===== src/rtl/complex_coef_equalizer_pkg.sv =====
// Shared definitions for the one-tap complex equalizer: sc16 field layout,
// int16 saturation limits and the coefficient FSM encoding.
package complex_coef_equalizer_pkg;

   localparam int REAL_MSB = 31;
   localparam int REAL_LSB = 16;
   localparam int IMAG_MSB = 15;
   localparam int IMAG_LSB = 0;

   localparam logic signed [15:0] INT16_MAX = 16'sh7fff;
   localparam logic signed [15:0] INT16_MIN = 16'sh8000;

   typedef enum logic {
      LOAD = 1'b0,
      RUN  = 1'b1
   } state_t;

   function automatic logic [15:0] sat16(input logic signed [32:0] x);
      logic [15:0] r;
      if (x > 33'sd32767) begin
         r = INT16_MAX;
      end else if (x < -33'sd32768) begin
         r = INT16_MIN;
      end else begin
         r = x[15:0];
      end
      return r;
   endfunction

endpackage


===== src/rtl/complex_mult_round_clip.sv =====
// Three-stage elastic complex multiply / round / saturate pipeline. Every stage
// carries its own operands, so coefficient changes upstream never reach in-flight samples.
module complex_mult_round_clip
   import complex_coef_equalizer_pkg::*;
#(
   parameter int SHIFT = 15
) (
   input  logic        clk,
   input  logic        flush_i,
   input  logic [31:0] data_i,
   input  logic [31:0] coef_i,
   input  logic        last_i,
   input  logic        valid_i,
   output logic        ready_o,
   output logic [31:0] data_o,
   output logic        last_o,
   output logic        valid_o,
   input  logic        ready_i
);

   localparam logic signed [32:0] ROUND = (SHIFT > 0) ? (33'sd1 <<< (SHIFT - 1)) : 33'sd0;

   logic signed [15:0] x_re, x_im, c_re, c_im;
   logic signed [31:0] ia_q, qb_q, ib_q, qa_q;
   logic signed [32:0] re_d, im_d, re_q, im_q, re_sh, im_sh;
   logic        [31:0] data_d, data_q;
   logic               valid1_q, valid2_q, valid3_q;
   logic               last1_q, last2_q, last3_q;
   logic               adv1, adv2, adv3;

   assign x_re = data_i[REAL_MSB:REAL_LSB];
   assign x_im = data_i[IMAG_MSB:IMAG_LSB];
   assign c_re = coef_i[REAL_MSB:REAL_LSB];
   assign c_im = coef_i[IMAG_MSB:IMAG_LSB];

   // A stage may load when it is empty or its contents move on this cycle.
   assign adv3 = !valid3_q || ready_i;
   assign adv2 = !valid2_q || adv3;
   assign adv1 = !valid1_q || adv2;

   assign re_d   = $signed({ia_q[31], ia_q}) - $signed({qb_q[31], qb_q}) + ROUND;
   assign im_d   = $signed({ib_q[31], ib_q}) + $signed({qa_q[31], qa_q}) + ROUND;
   assign re_sh  = re_q >>> SHIFT;
   assign im_sh  = im_q >>> SHIFT;
   assign data_d = {sat16(re_sh), sat16(im_sh)};

   always_ff @(posedge clk) begin
      if (flush_i) begin
         // NOTE: datapath registers are flushed as well so o_tdata reads 0 after reset or clear.
         valid1_q <= 1'b0;
         valid2_q <= 1'b0;
         valid3_q <= 1'b0;
         last1_q  <= 1'b0;
         last2_q  <= 1'b0;
         last3_q  <= 1'b0;
         ia_q     <= '0;
         qb_q     <= '0;
         ib_q     <= '0;
         qa_q     <= '0;
         re_q     <= '0;
         im_q     <= '0;
         data_q   <= '0;
      end else begin
         // NOTE: non-blocking assignments so every stage samples the previous cycle's values.
         if (adv1) begin
            valid1_q <= valid_i;
            if (valid_i) begin
               ia_q    <= 32'(x_re) * 32'(c_re);
               qb_q    <= 32'(x_im) * 32'(c_im);
               ib_q    <= 32'(x_re) * 32'(c_im);
               qa_q    <= 32'(x_im) * 32'(c_re);
               last1_q <= last_i;
            end
         end
         if (adv2) begin
            valid2_q <= valid1_q;
            if (valid1_q) begin
               re_q    <= re_d;
               im_q    <= im_d;
               last2_q <= last1_q;
            end
         end
         if (adv3) begin
            valid3_q <= valid2_q;
            if (valid2_q) begin
               data_q  <= data_d;
               last3_q <= last2_q;
            end
         end
      end
   end

   assign ready_o = adv1;
   assign data_o  = data_q;
   assign last_o  = last3_q;
   assign valid_o = valid3_q;

endmodule


===== src/rtl/complex_coef_equalizer.sv =====
// Apply half of a one-tap frequency-domain equalizer: captures a 1/H coefficient and
// multiplies each sample of the following packet by it.
module complex_coef_equalizer
   import complex_coef_equalizer_pkg::*;
#(
   parameter int SHIFT           = 15,
   parameter int COEF_PER_PACKET = 1
) (
   input  logic        clk,
   input  logic        reset,
   input  logic        clear,
   input  logic [31:0] c_tdata,
   input  logic        c_tlast,
   input  logic        c_tvalid,
   output logic        c_tready,
   input  logic [31:0] i_tdata,
   input  logic        i_tlast,
   input  logic        i_tvalid,
   output logic        i_tready,
   output logic [31:0] o_tdata,
   output logic        o_tlast,
   output logic        o_tvalid,
   input  logic        o_tready
);

   state_t      state_q, state_d;
   logic [31:0] coef_q, coef_d;
   logic        mid_pkt_q, mid_pkt_d;
   logic        flush, pipe_ready, c_fire, i_fire;
   logic        unused_c_tlast;

   assign flush          = reset || clear;
   assign unused_c_tlast = c_tlast;

   always_comb begin
      // NOTE: every output gets a default first so no path leaves a latch behind.
      state_d   = state_q;
      coef_d    = coef_q;
      mid_pkt_d = mid_pkt_q;
      c_tready  = 1'b0;
      i_tready  = 1'b0;

      if (!flush) begin
         case (state_q)
            LOAD: c_tready = 1'b1;
            RUN: begin
               c_tready = (COEF_PER_PACKET == 0) && !mid_pkt_q;
               // At a packet boundary a waiting coefficient takes priority over the next sample.
               i_tready = pipe_ready && !(c_tready && c_tvalid);
            end
            default: ;
         endcase
      end

      c_fire = c_tvalid && c_tready;
      i_fire = i_tvalid && i_tready;

      if (i_fire) begin
         mid_pkt_d = !i_tlast;
         if ((COEF_PER_PACKET != 0) && i_tlast) begin
            state_d = LOAD;
         end
      end
      if (c_fire) begin
         coef_d  = c_tdata;
         state_d = RUN;
      end
   end

   always_ff @(posedge clk) begin
      if (flush) begin
         state_q   <= LOAD;
         coef_q    <= '0;
         mid_pkt_q <= 1'b0;
      end else begin
         state_q   <= state_d;
         coef_q    <= coef_d;
         mid_pkt_q <= mid_pkt_d;
      end
   end

   complex_mult_round_clip #(
      .SHIFT(SHIFT)
   ) u_pipe (
      .clk     (clk),
      .flush_i (flush),
      .data_i  (i_tdata),
      .coef_i  (coef_q),
      .last_i  (i_tlast),
      .valid_i (i_fire),
      .ready_o (pipe_ready),
      .data_o  (o_tdata),
      .last_o  (o_tlast),
      .valid_o (o_tvalid),
      .ready_i (o_tready)
   );

endmodule


===== config.mk =====
export PLATFORM = sky130hd
export DESIGN_NAME = complex_coef_equalizer
export DESIGN_NICKNAME = d
export VERILOG_FILES = /design/src/rtl/complex_coef_equalizer_pkg.sv /design/src/rtl/complex_mult_round_clip.sv /design/src/rtl/complex_coef_equalizer.sv
export SDC_FILE = /design/constraint.sdc
export NUM_CORES = 2
export LEC_CHECK = 0
export BUFFER_PORTS_ARGS = -buffer_cell sky130_fd_sc_hd__buf_2
export CAP_MARGIN = 20
export CORE_ASPECT_RATIO = 1.4
export CORE_UTILIZATION = 45
export CTS_CLUSTER_SIZE = 16
export DETAILED_ROUTE_END_ITERATION = 6
export PLACE_DENSITY_LB_ADDON = 0.12
export SYNTH_ARGS = -nofsm -noshare
export SYNTH_HDL_FRONTEND = slang
export SYNTH_SLANG_ARGS = --single-unit

===== constraint.sdc =====
create_clock -name clk -period 8.4 [get_ports clk]
set_input_delay 0.42 -clock clk [delete_from_list [all_inputs] [get_ports clk]]
set_output_delay 0.42 -clock clk [all_outputs]
set_load 0.05 [all_outputs]

Word-level counts from Yosys, hierarchy flattened --
Index checks and enable logic that the tools add are counted.
Storage, ports and cells: bits in registers 265, input bits 72, output and inout bits 36, word-level logic and storage cells 54
Operators by class: add/subtract/negate cells 4, multiply operators 4, order comparisons 4, multiplexer cells 11, bitwise logic cells 1, reductions and logical operators 15
Operator list (number):
- $mul A16 B16 Y32 | 4
- $add A33 B16 Y33 const B | 2
- $mux W16 | 4
- $gt A18 B16 Y1 const B | 2
- $lt A18 B16 Y1 const B | 2
- $add A32 B32 Y33 | 1
- $sub A32 B32 Y33 | 1
- $reduce_and A2 Y1 | 4
- $mux W1 | 6
- $logic_or A1 B1 Y1 | 4
- $reduce_bool A2 Y1 | 2
- $logic_not A1 Y1 | 3
- $logic_and A1 B1 Y1 | 2
- $pmux W1 S2 | 1
- $not A1 Y1 | 1

Longest topological paths before layout --
depth in word-level cells 9, depth in mapped cells 26

Modules after synthesis --
A second synthesis with hierarchy kept.
Unflattened totals: cell total of the unflattened synthesis 5609, area total of the unflattened synthesis 50430.9 sq um
By module, submodules not included:
- complex_mult_round_clip | instances 1, cells an instance 5492, area an instance 48918.2 sq um, sequential area each 4043.9 sq um
- complex_coef_equalizer | instances 1, cells an instance 117, area an instance 1512.7 sq um, sequential area each 660.6 sq um

Worst setup path after synthesis --
Ideal clock, no wire load.
kind input -> register, start in i_tdata[31], end reg u_pipe.ib_q[31], arrival 6.339 ns, required time 8.275 ns, path slack 1.936 ns, stages 22, path through clkbuf_1 nand2_1 inv_1 fa_1 fa_1 fa_1 fa_1 fa_1 inv_1 fa_1 inv_1 ha_1 a21o_1 a21o_1 a21oi_1 o22ai_1 or3_1 o221a_2 a211o_1 a21oi_1 xnor2_1 o21ai_1
On the way: word-level cells in the longest chain between the ends 1
RTL lines:
- from (decl) | RTL line complex_coef_equalizer.sv:16 | input logic [31:0] i_tdata,
- $mul A16 B16 Y32 | RTL line complex_mult_round_clip.sv:70 | ib_q <= 32'(x_re) * 32'(c_im);
- to (signal assigned) | RTL line complex_mult_round_clip.sv:70
- to (decl) | RTL line complex_mult_round_clip.sv:24 | logic signed [31:0] ia_q, qb_q, ib_q, qa_q;
Every way passes these cells. A chain may end at the register's enable or synchronous reset.

Worst setup path after layout --
start reg coef_q[18], end reg u_pipe.ia_q[31]
On the way: word-level cells in the longest chain between the ends 1
RTL lines:
- from (decl) | RTL line complex_coef_equalizer.sv:27 | logic [31:0] coef_q, coef_d;
- from (signal assigned) | RTL line complex_coef_equalizer.sv:77 | coef_q <= coef_d;
- $mul A16 B16 Y32 | RTL line complex_mult_round_clip.sv:68 | ia_q <= 32'(x_re) * 32'(c_re);
- to (signal assigned) | RTL line complex_mult_round_clip.sv:68
- to (decl) | RTL line complex_mult_round_clip.sv:24
Every way passes these cells.

==> results.py <==
metrics = {
    "place": {
        "place_congestion": 0.863,
        "place.detailed.hpwl_um": 104000,
        "io_buffers": 106,
    },
    "critical_path": {
        "cp_common_cell": "fa_1",
        "path_class": "reg2reg",
        "worstPathArrival_ns": 7.69,
        "crit_slowest_cell": "dfxtp_1",
        "crit_fanout": 18,
        "required_ns": 8.88,
        "worstPathCellList": "buf_4 > nand2_1 > fa_1 > fa_1 > fa_1 > fa_1 > inv_1 > fa_1 > fa_1 > ha_1 > nand2_1 > or4_1 > a31oi_2 > o211ai_2 > a311oi_4 > nand2_2 > a31oi_4 > a311oi_1 > o21ai_0 > o311ai_1",
        "cp-end-kind": "flop",
        "max_stage_delay_ns": 0.79,
        "start_kind": "flop",
    },
    "clock_network": {
        "path_clk_slew_ns": 0.07,
        "cts_sinks": 235,
        "cts-resized-gates": 0,
        "numCtsBuffers": 29,
        "clk_path_buf_depth": 3,
        "clkLatencyLatePin_ns": 0.62,
        "htreeDepth": 1,
        "cts_root_buf": "clkbuf_16",
        "cts_tree": "yes",
    },
    "routing": {
        "vias_per_cell": 5.20,
        "vias": 36200,
        "drc_errors": 0,
        "antenna_left": 0,
        "wire_per_inst_um": 18.5,
        "drtIter0Drc": 1951,
        "wl_um": 129000,
        "drt_pre_antenna_iters": 5,
    },
    "timing": {
        "fin_skew_ns": 0.0451,
        "final.period_utilization_pct": 85.8,
        "setup_viol": 0,
        "tns_ns": 0,
        "final_hold_viol_count": 0,
        "slew_violations": 0,
        "rsz0062_at_grt": "false",
        "worst_slew_margin_rel_pct": 27.9,
        "max_freq_mhz": 139,
        "period_needed_ns": 7.21,
        "worstMarginPinSlew_ns": 1.08,
    },
    "synth": {
        "syn_inst": 5546,
        "ys_top_cells_by_count": "inv_1 (1197), fa_1 (1048), nand2_1 (709)",
        "syn_nets": 7116,
        "yosysMostFrequentCell": "inv_1",
        "synth_seq_area_share_pct": 9.47,
        "synth_edf_count": 0,
        "synthFlopType": "dfxtp_1",
        "avgSynthCellArea_um2": 8.96,
        "yosysWarnings": 0,
        "async_flop_share_pct": 0,
        "synthTopCellsByArea": "fa_1 (42%), ha_1 (11%), dfxtp_1 (9.5%)",
        "yosys.area.top_type": "fa_1",
        "synth.distinct_cells": 74,
        "mappedNetlistArea_mm2": 0.0497,
        "ys_ff_latch": 235,
        "synth_top_area_share_pct": 42.2,
    },
    "floorplanning": {
        "die_height_um": 395,
        "start_util_pct": 45.6,
        "io_pins": 108,
        "rows": 143,
        "coreArea_mm2": 0.109,
        "die-area_mm2": 0.112,
        "die_x_um": 283,
    },
    "grt": {
        "grt_max_degree": 86,
        "grt_pass1_vias": 38200,
        "antenna_found_initial": 8,
        "overflow": 0,
        "grt.total_usage_pct": 24.4,
        "grt_pass1_wl_um": 210000,
    },
    "min_path": {
        "hp-class": "in2reg",
    },
    "pwr": {
        "pwr_density_cell_mw_per_mm2": 100,
        "irDropWorstVdd_mv": 0.166,
        "leakagePower_nw": 26.9,
    },
    "final_layout": {
        "area_growth_pct": 5.98,
        "utilization_pct": 48.3,
        "drive_above_1_share_pct": 4.59,
        "finalNetCount": 7060,
    },
    "run_status": {
        "status": "finished clean",
    },
    "job": {
        "cap_violations": 0,
    },
}
-- report_power, final --
group          switching, mW  internal (mW)  total [mW]  leakage, nW
sequential            0.0294           1.13        1.16         1.90
combinational           1.69           1.10        2.79         24.5
clock                  0.566          0.769        1.34        0.491
total                   2.28           3.00        5.28         26.9
-- final cells by class --
type	instances	area [um2]
timing repair buffer	178	1110
multi-input combinational	3847	39500
sequential	235	4700
clock inverter	18	211
tap	1450	1810
clock buffer	36	792
fill	10700	56300
inverter	1199	4500
antenna	6	15.0
-- cell usage in the layout, fill, tap and decap left out, types with 6 or more instances in the layout --
cell       instances
inv_1           1197
fa_1            1048
nand2_1          708
and2_1           498
ha_1             450
dfxtp_1          235
o21ai_0          205
a21oi_1          179
nand3_1          122
xnor2_1          117
nor2_1           112
buf_2            106
buf_4             65
xor2_1            58
a21o_1            50
nand2b_1          33
clkbuf_16         29
nor3_1            20
o21bai_1          17
a22o_1            17
and3_1            15
o31ai_1           15
nor2b_1           13
a31oi_1           12
a211oi_1          12
o21a_1            12
nand4_1           11
a211o_1           10
o211ai_1           9
o21ai_1            9
diode_2            6
-- layer usage --
metal | part of all wire (%) | vias to the layer above | GRT usage (%)
li1 | - | 16700 | -
met1 | 42 | 18600 | 31.5
met2 | 50 | 753 | 42.1
met3 | 3.9 | 187 | 1.78
met4 | 4.4 | 4 | 9.45
met5 | 0.017 | - | 0
-- timing repair --
item                                   CTS  global route
buffers inserted                         0             0
hold buffers                             5             0
endpoints found under the hold margin    5             0
-- worst paths after layout --
path                                 start                            end  slack, ns  depth (start not counted)
min                            c_tdata[16]        coef_q[16]$_SDFFE_PP0P_       0.03                          3
max reg2reg        coef_q[18]$_SDFFE_PP0P_   u_pipe.ia_q[31]$_SDFFE_PP0P_       1.19                         20
min reg2reg  u_pipe.data_o[8]$_SDFFE_PP0P_  u_pipe.data_o[8]$_SDFFE_PP0P_       0.45                          2
max                coef_q[18]$_SDFFE_PP0P_   u_pipe.ia_q[31]$_SDFFE_PP0P_       1.19                         20
-- sequential cells by signal, indices dropped and copies added, names as in the netlist --
| register | flops |
|---|---|
| coef_q | 32 |
| state_q | 1 |
| u_pipe.data_o | 32 |
| u_pipe.ia_q | 32 |
| u_pipe.ib_q | 32 |
| u_pipe.im_q | 18 |
| u_pipe.last1_q | 1 |
| u_pipe.last2_q | 1 |
| u_pipe.last_o | 1 |
| u_pipe.qa_q | 32 |
| u_pipe.qb_q | 32 |
| u_pipe.re_q | 18 |
| u_pipe.valid1_q | 1 |
| u_pipe.valid2_q | 1 |
| u_pipe.valid_o | 1 |
-- kinds of logic (layout without fill, tap and decap cells) --
kind of cell / after synthesis / count (layout) / synth area share (%)
other cells: 0 / 6 / 0
mux: 4 / 4 / 0.0806
fa+ha+maj: 1498 / 1498 / 53.6
flops: 235 / 235 / 9.47
buf+inv: 1464 / 1431 / 11.1
simple gates: 1562 / 1562 / 15.2
compound gates: 608 / 608 / 7.54
xor+xnor: 175 / 175 / 3.08
-- worst max-delay path: cells and delay by family, from the launching register on --
kind                     cells  cell delay [ns]
adder cells (fa/ha/maj)      7             3.40
AND/OR/NAND/NOR              4             0.93
AO/OA/AOI/OAI                7             1.44
buffers and inverters        2             0.49
flip-flops                   1             0.79
-- metrics by stage --
| stage | area (um2) | total power [mW] | instances | hold WS, ns | setup slack (ns) |
|---|---|---|---|---|---|
| finish | 52700 | 5.28 | 6969 | 0.0298 | 1.19 |
| global placement | 51600 | 3.95 | 6903 | 0.438 | 1.26 |
| floorplan | 49700 | 3.24 | 5546 | 0.425 | 1.94 |
| global route | 52700 | 5.76 | 6967 | 0.0282 | 0.678 |
| CTS | 52600 | 5.35 | 6962 | 0.00684 | 1.19 |
| detailed placement | 51600 | 3.99 | 6903 | 0.441 | 1.19 |
(Power assumes the default switching activity.)
